File: src/rtl/backscatter_symbol_sequencer.sv
// Sequences the backscatter toggle counter for one packet: a counter-clear hold
// delay, then one fixed-length symbol per prefetched upstream bit.
module backscatter_symbol_sequencer #(
  parameter int DELAY_CYCLES  = 32,
  parameter int SYMBOL_CYCLES = 88,
  parameter int NBITS_W       = 12
) (
  input  logic               clock,
  input  logic               reset,
  input  logic               start,
  input  logic [NBITS_W-1:0] num_bits,
  input  logic               bit_valid,
  input  logic               bit_data,
  output logic               bit_ready,
  output logic               busy,
  output logic               done,
  output logic               err_underrun,
  output logic               cnt_clear,
  output logic               cnt_en,
  output logic               phase_flip,
  output logic               symbol_strobe
);

  typedef enum logic [1:0] {
    IDLE   = 2'd0,
    DELAY  = 2'd1,
    SYMBOL = 2'd2,
    DONE   = 2'd3
  } state_t;

  localparam logic [11:0]        DLY_LAST = 12'(DELAY_CYCLES - 1);
  localparam logic [11:0]        SYM_LAST = 12'(SYMBOL_CYCLES - 1);
  localparam logic [NBITS_W-1:0] CNT_ONE  = NBITS_W'(1);

  state_t             state_q, state_d;
  logic [11:0]        timer_q, timer_d;
  logic [NBITS_W-1:0] cnt_q, cnt_d;
  logic [NBITS_W-1:0] num_q, num_d;
  logic               bit_q, bit_d;
  logic               err_q, err_d;

  logic bit_ready_q, bit_ready_d;
  logic busy_q, busy_d;
  logic done_q, done_d;
  logic cnt_clear_q, cnt_clear_d;
  logic cnt_en_q, cnt_en_d;
  logic phase_flip_q, phase_flip_d;
  logic symbol_strobe_q, symbol_strobe_d;

  // Next-state logic; outputs are derived from the next state so they register in step with it
  always_comb begin
    state_d = state_q;
    timer_d = timer_q;
    cnt_d   = cnt_q;
    num_d   = num_q;
    bit_d   = bit_q;
    err_d   = err_q;

    case (state_q)
      IDLE: begin
        if (start) begin
          err_d   = 1'b0;
          cnt_d   = '0;
          timer_d = 12'd0;
          if (num_bits != '0) begin
            num_d   = num_bits;
            state_d = DELAY;
          end else begin
            state_d = DONE;
          end
        end else begin
          state_d = IDLE;
        end
      end
      DELAY: begin
        if (timer_q == DLY_LAST) begin
          timer_d = 12'd0;
          if (bit_valid) begin
            bit_d   = bit_data;
            state_d = SYMBOL;
          end else begin
            err_d   = 1'b1;
            state_d = DONE;
          end
        end else begin
          timer_d = timer_q + 12'd1;
        end
      end
      SYMBOL: begin
        if (timer_q == SYM_LAST) begin
          timer_d = 12'd0;
          cnt_d   = cnt_q + CNT_ONE;
          if (cnt_d == num_q) begin
            state_d = DONE;
          end else if (bit_valid) begin
            // Prefetched bit starts the next symbol with no idle clock
            bit_d = bit_data;
          end else begin
            err_d   = 1'b1;
            state_d = DONE;
          end
        end else begin
          timer_d = timer_q + 12'd1;
        end
      end
      DONE: begin
        timer_d = 12'd0;
        state_d = IDLE;
      end
      default: begin
        timer_d = 12'd0;
        state_d = IDLE;
      end
    endcase

    busy_d          = (state_d != IDLE);
    done_d          = (state_d == DONE);
    cnt_en_d        = (state_d == SYMBOL);
    cnt_clear_d     = (state_d != SYMBOL);
    phase_flip_d    = cnt_en_d & bit_d;
    symbol_strobe_d = cnt_en_d && (timer_d == SYM_LAST);
    // Ready on the last delay clock, or on a symbol's last clock when more bits remain
    bit_ready_d     = ((state_d == DELAY) && (timer_d == DLY_LAST)) ||
                      (symbol_strobe_d && ((cnt_d + CNT_ONE) != num_d));
  end

  // State, datapath and output registers
  always_ff @(posedge clock) begin
    if (reset) begin
      state_q         <= IDLE;
      timer_q         <= 12'd0;
      cnt_q           <= '0;
      num_q           <= '0;
      bit_q           <= 1'b0;
      err_q           <= 1'b0;
      bit_ready_q     <= 1'b0;
      busy_q          <= 1'b0;
      done_q          <= 1'b0;
      cnt_clear_q     <= 1'b1;
      cnt_en_q        <= 1'b0;
      phase_flip_q    <= 1'b0;
      symbol_strobe_q <= 1'b0;
    end else begin
      state_q         <= state_d;
      timer_q         <= timer_d;
      cnt_q           <= cnt_d;
      num_q           <= num_d;
      bit_q           <= bit_d;
      err_q           <= err_d;
      bit_ready_q     <= bit_ready_d;
      busy_q          <= busy_d;
      done_q          <= done_d;
      cnt_clear_q     <= cnt_clear_d;
      cnt_en_q        <= cnt_en_d;
      phase_flip_q    <= phase_flip_d;
      symbol_strobe_q <= symbol_strobe_d;
    end
  end

  assign bit_ready     = bit_ready_q;
  assign busy          = busy_q;
  assign done          = done_q;
  assign err_underrun  = err_q;
  assign cnt_clear     = cnt_clear_q;
  assign cnt_en        = cnt_en_q;
  assign phase_flip    = phase_flip_q;
  assign symbol_strobe = symbol_strobe_q;

endmodule

File: config.mk
export PLATFORM = sky130hd
export DESIGN_NAME = backscatter_symbol_sequencer
export DESIGN_NICKNAME = d
export VERILOG_FILES = /design/src/rtl/backscatter_symbol_sequencer.sv
export SDC_FILE = /design/constraint.sdc
export NUM_CORES = 1
export LEC_CHECK = 0
export CORE_UTILIZATION = 40
export CTS_CLUSTER_DIAMETER = 100
export DETAILED_ROUTE_END_ITERATION = 6
export SYNTH_ARGS = -nofsm -noshare
export SYNTH_HDL_FRONTEND = slang
export SYNTH_SLANG_ARGS = --single-unit
export TNS_END_PERCENT = 5
File: constraint.sdc
create_clock -name clock -period 7.9 [get_ports clock]
set_input_delay 1.58 -clock clock [delete_from_list [all_inputs] [get_ports clock]]
set_output_delay 1.58 -clock clock [all_outputs]
set_load 0.02 [all_outputs]
After elaboration in Yosys (flattened, before gate mapping)
Index checks and enable logic that the tools add are counted.
{"block": "op_classes", "addsub": 3, "eq_ne": 17, "mux": 29, "bitwise_logic": 1, "reduce_logical": 9}
{"operator": "$mux 12", "n": 8}
{"operator": "$pmux 12 s4", "n": 1}
{"operator": "$add 12x1->12 const B", "n": 3}
{"operator": "$eq 12x5->1 const B", "n": 2}
{"operator": "$eq 12x7->1 const B", "n": 2}
{"operator": "$pmux 12 s2", "n": 1}
{"operator": "$eq 12x12->1", "n": 1}
{"operator": "$mux 2", "n": 6}
{"operator": "$ne 12x12->1", "n": 1}
{"operator": "$reduce_bool 12->1", "n": 1}
{"operator": "$mux 1", "n": 10}
{"operator": "$ne 2x2->1 const B", "n": 5}
{"operator": "$eq 2x2->1 const B", "n": 4}
{"operator": "$pmux 2 s4", "n": 1}
{"operator": "$reduce_and 5->1", "n": 1}
{"operator": "$eq 2x1->1 const B", "n": 2}
{"operator": "$logic_and 1x1->1", "n": 3}
{"operator": "$pmux 1 s3", "n": 1}
{"operator": "$reduce_bool 3->1", "n": 1}
{"operator": "$logic_not 2->1", "n": 1}
{"operator": "$pmux 1 s2", "n": 1}
{"operator": "$reduce_bool 2->1", "n": 1}
{"operator": "$and 1x1->1", "n": 1}
{"operator": "$logic_or 1x1->1", "n": 1}
{"block": "totals", "regBits": 47, "input_bits": 17, "out_inout_bits": 8, "wordCells": 72}

Logic depth before layout (Yosys ltp)
Gate-level depths: netlist of run 1.
{"block": "depth", "word_depth": 9, "ltp_mapped": 15, "ltp_nobuf": 14}

Least setup slack after synthesis of run 1
OpenSTA, ideal clock, no wires.
{"block": "synth_timing", "path_type": "input to register", "from": "input port num_bits[7]", "to": "register bit_ready_q, in the netlist bit_ready", "setup_time_ns": 0.117, "arrival_time_ns": 3.604, "path_slack_ns": 4.180, "path_stages": 9, "path_buffers": 1, "cell_sequence": "nor4_1 -> a31o_2 -> clkbuf_1 -> mux2i_1 -> nor2b_1 -> a32oi_1 -> o31ai_1 -> o211ai_1 -> a22o_1"}
{"block": "synth_via", "elab_chain_len": 8, "elab_cells_between_ends": 14, "classes_between": "eq/ne (3); mux (6); reduce/logical (5)"}
{"item": "start: declaration", "line": "11", "text": "input logic [NBITS_W-1:0] num_bits,"}
{"item": "$reduce_bool 12->1", "line": "65", "text": "if (num_bits != '0) begin"}
{"item": "$mux 2", "line": "65"}
{"item": "$mux 2", "line": "61", "text": "if (start) begin"}
{"item": "$pmux 2 s4", "line": "59", "text": "case (state_q)"}
{"item": "$eq 2x2->1", "line": "118", "text": "cnt_en_d = (state_d == SYMBOL);"}
{"item": "$logic_and 1x1->1", "line": "121", "text": "symbol_strobe_d = cnt_en_d && (timer_d == SYM_LAST);"}
{"item": "$logic_and 1x1->1", "line": "124", "text": "(symbol_strobe_d && ((cnt_d + CNT_ONE) != num_d));"}
{"item": "$logic_or 1x1->1 (*)", "line": "123", "text": "bit_ready_d = ((state_d == DELAY) && (timer_d == DLY_LAST)) ||"}
{"item": "end signal: assignment", "line": "150", "text": "bit_ready_q <= bit_ready_d;"}
{"item": "end: declaration", "line": "42", "text": "logic bit_ready_q, bit_ready_d;"}
Mark *: on every way between the ends. The rest lies on a longest branch, timed or not.
A chain may end at the register's enable or synchronous reset.

Worst setup path after layout of run 1
{"block": "layout_timing", "from": "input port num_bits[0]", "to": "register bit_ready_q, in the netlist bit_ready"}
Same word-level chain as after synthesis.

==> results of run 1 <==
-- per-stage QoR --
step	hold slack [ps]	instances
finish	508	549
global route	559	549
global placement	481	541
CTS	511	549
floorplan	467	441
detailed placement	496	541
-- state kept, by name, indices dropped and copies added, names as in the netlist --
name	flops
timer_q	12
symbol_strobe	1
busy	1
cnt_clear	1
phase_flip	1
bit_ready	1
bit_q	1
state_q	2
cnt_q	12
num_q	12
done	1
cnt_en	1
err_underrun	1
-- worst paths after layout --
check                                            from                    end  slack [ps]  depth (start not counted)
worst min register to register  timer_q[1]$_SDFF_PP0_  timer_q[1]$_SDFF_PP0_         510                          2
worst min-delay path            timer_q[1]$_SDFF_PP0_  timer_q[1]$_SDFF_PP0_         510                          2
worst max register to register  state_q[0]$_SDFF_PP0_   bit_ready$_SDFF_PP0_        4080                         14
worst max-delay path                      num_bits[0]   bit_ready$_SDFF_PP0_        3490                          9
-- layout by cell type (no fill, tap or decap), types with 4 or more instances in the layout --
cell type / instances
nor2_1: 50
dfxtp_1: 47
nand2_1: 25
a21oi_1: 25
clkdlybuf4s50_1: 24
o21ai_0: 22
xnor2_1: 18
nand3_1: 17
nor3_1: 12
and3_1: 11
nand4_1: 10
mux2i_1: 10
xor2_1: 9
inv_1: 8
nor2b_1: 8
or3_1: 7
a22oi_1: 7
ha_1: 7
nand2b_1: 5
a21boi_0: 5
and2_1: 5
clkbuf_8: 5
a22o_1: 4
a31oi_1: 4
a21o_1: 4
a311oi_1: 4
nor4b_1: 4
-- worst max-delay path, delay by kind of cell --
family	cells	cell delay, ps
AO/OA/AOI/OAI	4	1140
buffers and inverters	1	440
multiplexers	1	430
AND/OR/NAND/NOR	3	1050
-- cell families after synthesis --
group / synth area share, %
AOI/OAI and AO/OA: 27.2
xor gates and xnor gates: 6.72
DFF: 26.8
buffers and inverters: 4.84
adders and majority gates: 2.49
and+or+nand+nor: 28.8
muxes: 3.17
-- power groups by stage --
stage | logic, uW | registers [uW] | clock network (uW)
2_1_floorplan | 50.0 | 252 | 0
3_3_place_gp | 75.6 | 252 | 0
3_5_place_dp | 75.8 | 252 | 0
4_1_cts | 76.3 | 247 | 170
5_1_grt | 83.8 | 248 | 177
6_report | 76.7 | 247 | 166
-- final cells by class --
cell class	instances	share of cell area, %
Multi-Input combinational cell	355	62.3
Sequential cell	47	24.4
Clock inverter	3	0.713
Clock buffer	5	1.78
Timing Repair Buffer	26	6.61
Tap cell	105	3.40
Inverter	8	0.778
-- metal layers --
layer	wire (um)	up-vias
li1	-	1654
met1	4520	1589
met2	4440	108
met3	589	25
met4	292	0
met5	0	-
==> results.yml, run 1 <==
cts:
  clk_pin_slew_ps: 100
  ctsResizeCount: 0
  htreeDepth: 2
  clock-sinks: 47
  cts_tree: "done"
  cts.path.max_buffers: 2
  cts_root_buf: "clkbuf_8"
  cts_setup_buffers: 0
  clkLatencyLatePin_ps: 320
  numCtsBuffers: 5
  cts_hold_buf: 0
sta:
  fin_ws_ps: 3490
  slew_violations: 0
  setup_tns_ps: 0
  maxSlewHeadroom_pct: 49.1
  worstMarginPinSlew_ps: 763
  fmax_mhz: 227
  post-route-min-period_ps: 4410
  finalSetupViolCount: 0
  rsz0062_at_grt: "no"
  hold_violations: 0
  fin_crit_sh_pct: 55.8
  finalClockSkew_ps: 6.60
yosys:
  synth_area_leaders: "dfxtp_1 (27%), nor2_1 (5.3%), xnor2_1 (4.5%), a21oi_1 (3.6%), o21ai_0 (3.1%)"
  ys_ff_latch: 47
  synth.avg_cell_area_um2: 7.98
  synth-async-reset-ratio_pct: 0
  synth.most_common_cell: "nor2_1"
  synth_top_area_share_pct: 26.8
  synth_common_cells: "nor2_1 (50), dfxtp_1 (47), a21oi_1 (25), nand2_1 (25), o21ai_0 (22)"
  yosysWarnings: 0
  synth_nets: 465
  ys_seq_area_share_pct: 26.8
  synth_edf_count: 0
  synth.cell_area_um2: 3520
  ys_types: 80
  synthCells: 441
  yosys.area.top_type: "dfxtp_1"
  ys.flop_type: "dfxtp_1"
power_and_ir_drop:
  power_frac_comb_pct: 15.7
  p_int_uw: 341
  clockPowerShare_pct: 33.9
  swShare_pct: 30.4
  powerDensity_nw_per_um2: 127
  p_leak_uw: 0.00134
  max-vdd-ir-drop_uv: 70.6
  p_seq_share_pct: 50.5
  power_uw: 489
  p_switching_uw: 149
drt:
  drtIter0Drc: 263
  wirelength_mm: 9.84
  vias_per_cell: 6.15
  wl_per_cell_um: 17.9
  drtPass1Iterations: 6
  drc: 0
  vias: 3376
  postRouteAntennaNets: 0
finish:
  nFillCells: 820
  fin_area_um2: 3860
  seq_area_um2: 941
  area_growth_pct: 9.75
  drive_gt1_share_pct: 6.98
  fin_util_pct: 46.1
  diodes: 0
  multiInputGateArea_um2: 2410
  nets: 467
critical_path:
  critPathCaptureType: "flip-flop"
  max_stage_delay_ps: 540
  arrival_ps: 4630
  worstPathMaxFanout: 12
  cp_slowest_cell: "nor4_1"
  critical_path_class: "input pin to flip-flop"
  crit_required_ps: 8120
  crit_chain: "clkdlybuf4s50_1 > nor4_1 > a31o_2 > mux2i_1 > and4_1 > nor4b_1 > o2111a_1 > o211ai_1 > a22o_1"
  critPathLaunchType: "input pin"
global_route:
  met2_usage_pct: 37.2
  grt_overflow: 0
  grt_pass1_vias: 3156
  grtUsageMet3_pct: 3.71
  grt_antenna_before_repair: 0
  grt.busiest_layer: "met2"
  grt_max_degree: 41
  track_usage_pct: 22.8
  use_met1_pct: 30.2
  grt_pass1_wl_mm: 16.1
die:
  core-area_um2: 8380
  io_pins: 25
  die_area_um2: 9170
  die_w_um: 95.8
  die_y_um: 95.8
  initial_utilization_pct: 42.0
  rows: 33
placed_design:
  globalplace.congestion: 0.917
  port_buffers: 24
  dpl.hpwl_mm: 7.21
  dp_slack_ps: 3160
  place_area_um2: 3760
job:
  maxCapViolations: 0
status:
  status: "complete, no violations"
worst_hold_path:
  hold_path_class: "flip-flop to flip-flop"
Power figures use the tool's default switching activity.
==> run 2: changes to the inputs <==
clock period = 4.25 ns   (was 7.9 ns; I/O delays follow)
==> run 2 against run 1 <==
  * Non-clock buffer count grew 7
  * Power grew 110%
  * Count of clock-buffer cells in the layout unchanged
  * Sequential power rose by 86%
  * Sequential cell count is the same
  * Largest power group unchanged
  * Critical path type is now flip-flop to flip-flop
==> results.yml, run 2 (synthesis gave the netlist of run 1 again) <==
drt:
  drtPass1Iterations: 5
  postRouteAntennaNets: 0
  drtIter0Drc: 189
  wirelength_mm: 9.96
  wl_per_cell_um: 17.9
  vias_per_cell: 6.13
  drc: 0
  vias: 3409
global_route:
  track_usage_pct: 22.9
  grt_max_degree: 28
  grt_overflow: 0
  grt_pass1_wl_mm: 16.0
  grt_pass1_vias: 3064
  grt_antenna_before_repair: 0
die:
  io_pins: 25
  core-area_um2: 8380
  die_y_um: 95.8
  die_area_um2: 9170
  initial_utilization_pct: 42.0
  die_w_um: 95.8
  rows: 33
sta:
  post-route-min-period_ps: 3420
  fin_ws_ps: 831
  fin_crit_sh_pct: 80.4
  finalSetupViolCount: 0
  finalClockSkew_ps: 12.3
  slew_violations: 0
  maxSlewHeadroom_pct: 56.4
  worstMarginPinSlew_ps: 650
  hold_violations: 0
  setup_tns_ps: 0
  rsz0062_at_grt: "no"
  fmax_mhz: 292
finish:
  final_common_cell: "nor2_1"
  area_growth_pct: 12.4
  nets: 474
  drive_gt1_share_pct: 8.43
  fin_util_pct: 47.2
  reg_top3: "cnt_q x12, num_q x12, timer_q x12"
  mostFrequentLayoutCells: "nor2_1 (50), dfxtp_1 (47), nand2_1 (25), a21oi_1 (25), clkdlybuf4s50_1 (24)"
  diodes: 0
  fin_area_um2: 3950
  multiInputGateArea_um2: 2410
  nFillCells: 834
  seq_area_um2: 941
cts:
  clock-sinks: 47
  cts_root_buf: "clkbuf_8"
  clk_pin_slew_ps: 90
  clkLatencyLatePin_ps: 310
  ctsResizeCount: 0
  cts_tree: "done"
  htreeDepth: 2
  cts_hold_buf: 0
  cts_setup_buffers: 0
  cts.path.max_buffers: 2
  numCtsBuffers: 5
placed_design:
  dp_slack_ps: 525
  place_area_um2: 3820
  dpl.hpwl_mm: 7.53
  port_buffers: 24
  globalplace.congestion: 0.968
power_and_ir_drop:
  powerDensity_nw_per_um2: 254
  p_leak_uw: 0.00139
  max-vdd-ir-drop_uv: 131
critical_path:
  crit_required_ps: 4460
  crit_path_frequent_cell: "xnor2_1"
  critical_path_class: "flip-flop to flip-flop"
  cp_slowest_cell: "a311oi_1"
  crit_chain: "ha_1 > nand4_1 > nor2_1 > o21ai_0 > a311oi_1 > xnor2_1 > xnor2_1 > o31ai_1 > o211ai_1 > a22o_1"
  arrival_ps: 3630
  critPathLaunchType: "flip-flop"
  max_stage_delay_ps: 540
  critPathCaptureType: "flip-flop"
  worstPathMaxFanout: 9
worst_hold_path:
  hold_path_class: "flip-flop to flip-flop"
status:
  status: "complete, no violations"
job:
  maxCapViolations: 0
run 2: changes by cell type in the layout (fill, tap and decap cells not counted):
cell	delta
inv_6	-1
bufinv_16	+2
buf_4	+7
inv_8	-1
run 2: per-layer routing:
layer,part of all wire (%),track usage [%],vias to the layer above
met5,0,0,-
met4,1.8,5.85,0
met3,4.9,2.69,13
met2,46,37.9,93
met1,47,31.5,1634
li1,-,-,1669
run 2: where the power goes:
part           total (uW)  switching, uW  internal, uW  leakage, uW
sequential            459           9.52           450     0.000381
clock                 399            164           235    0.0000644
combinational         148           83.0          64.5     0.000947
total                1010            257           749      0.00139
run 2: path summary, 6_finish.rpt:
check | slack (ps) | cells after the start | startpoint | endpoint
setup / recovery | 830 | 10 | cnt_q[0]$_SDFF_PP0_ | bit_ready$_SDFF_PP0_
setup reg to reg | 830 | 10 | cnt_q[0]$_SDFF_PP0_ | bit_ready$_SDFF_PP0_
hold reg to reg | 510 | 2 | timer_q[1]$_SDFF_PP0_ | timer_q[1]$_SDFF_PP0_
hold / removal | 510 | 2 | timer_q[1]$_SDFF_PP0_ | timer_q[1]$_SDFF_PP0_
run 2: per-stage QoR:
stage	total power [uW]	instances	hold slack, ps
after CTS	1020	556	518
final	1010	556	511
after global routing	1050	556	549
after detailed placement	615	548	504
after global placement	614	548	482
after floorplan	561	441	467
run 2: area by class of cell:
type	count	share of cell area, %
multi-input cells	355	60.9
flip-flops and latches	47	23.8
repair buffers	33	7.79
well taps	105	3.32
clock buffers	5	1.74
clock inverters	3	1.71
inverters	8	0.760
run 2: worst max-delay path: cells and delay by family, from the launching register on:
kind	cells	cell delay, ps
xor gates and xnor gates	2	390
and+or+nand+nor	2	790
DFF	1	490
adders and majority gates	1	390
AOI/OAI and AO/OA	5	1260
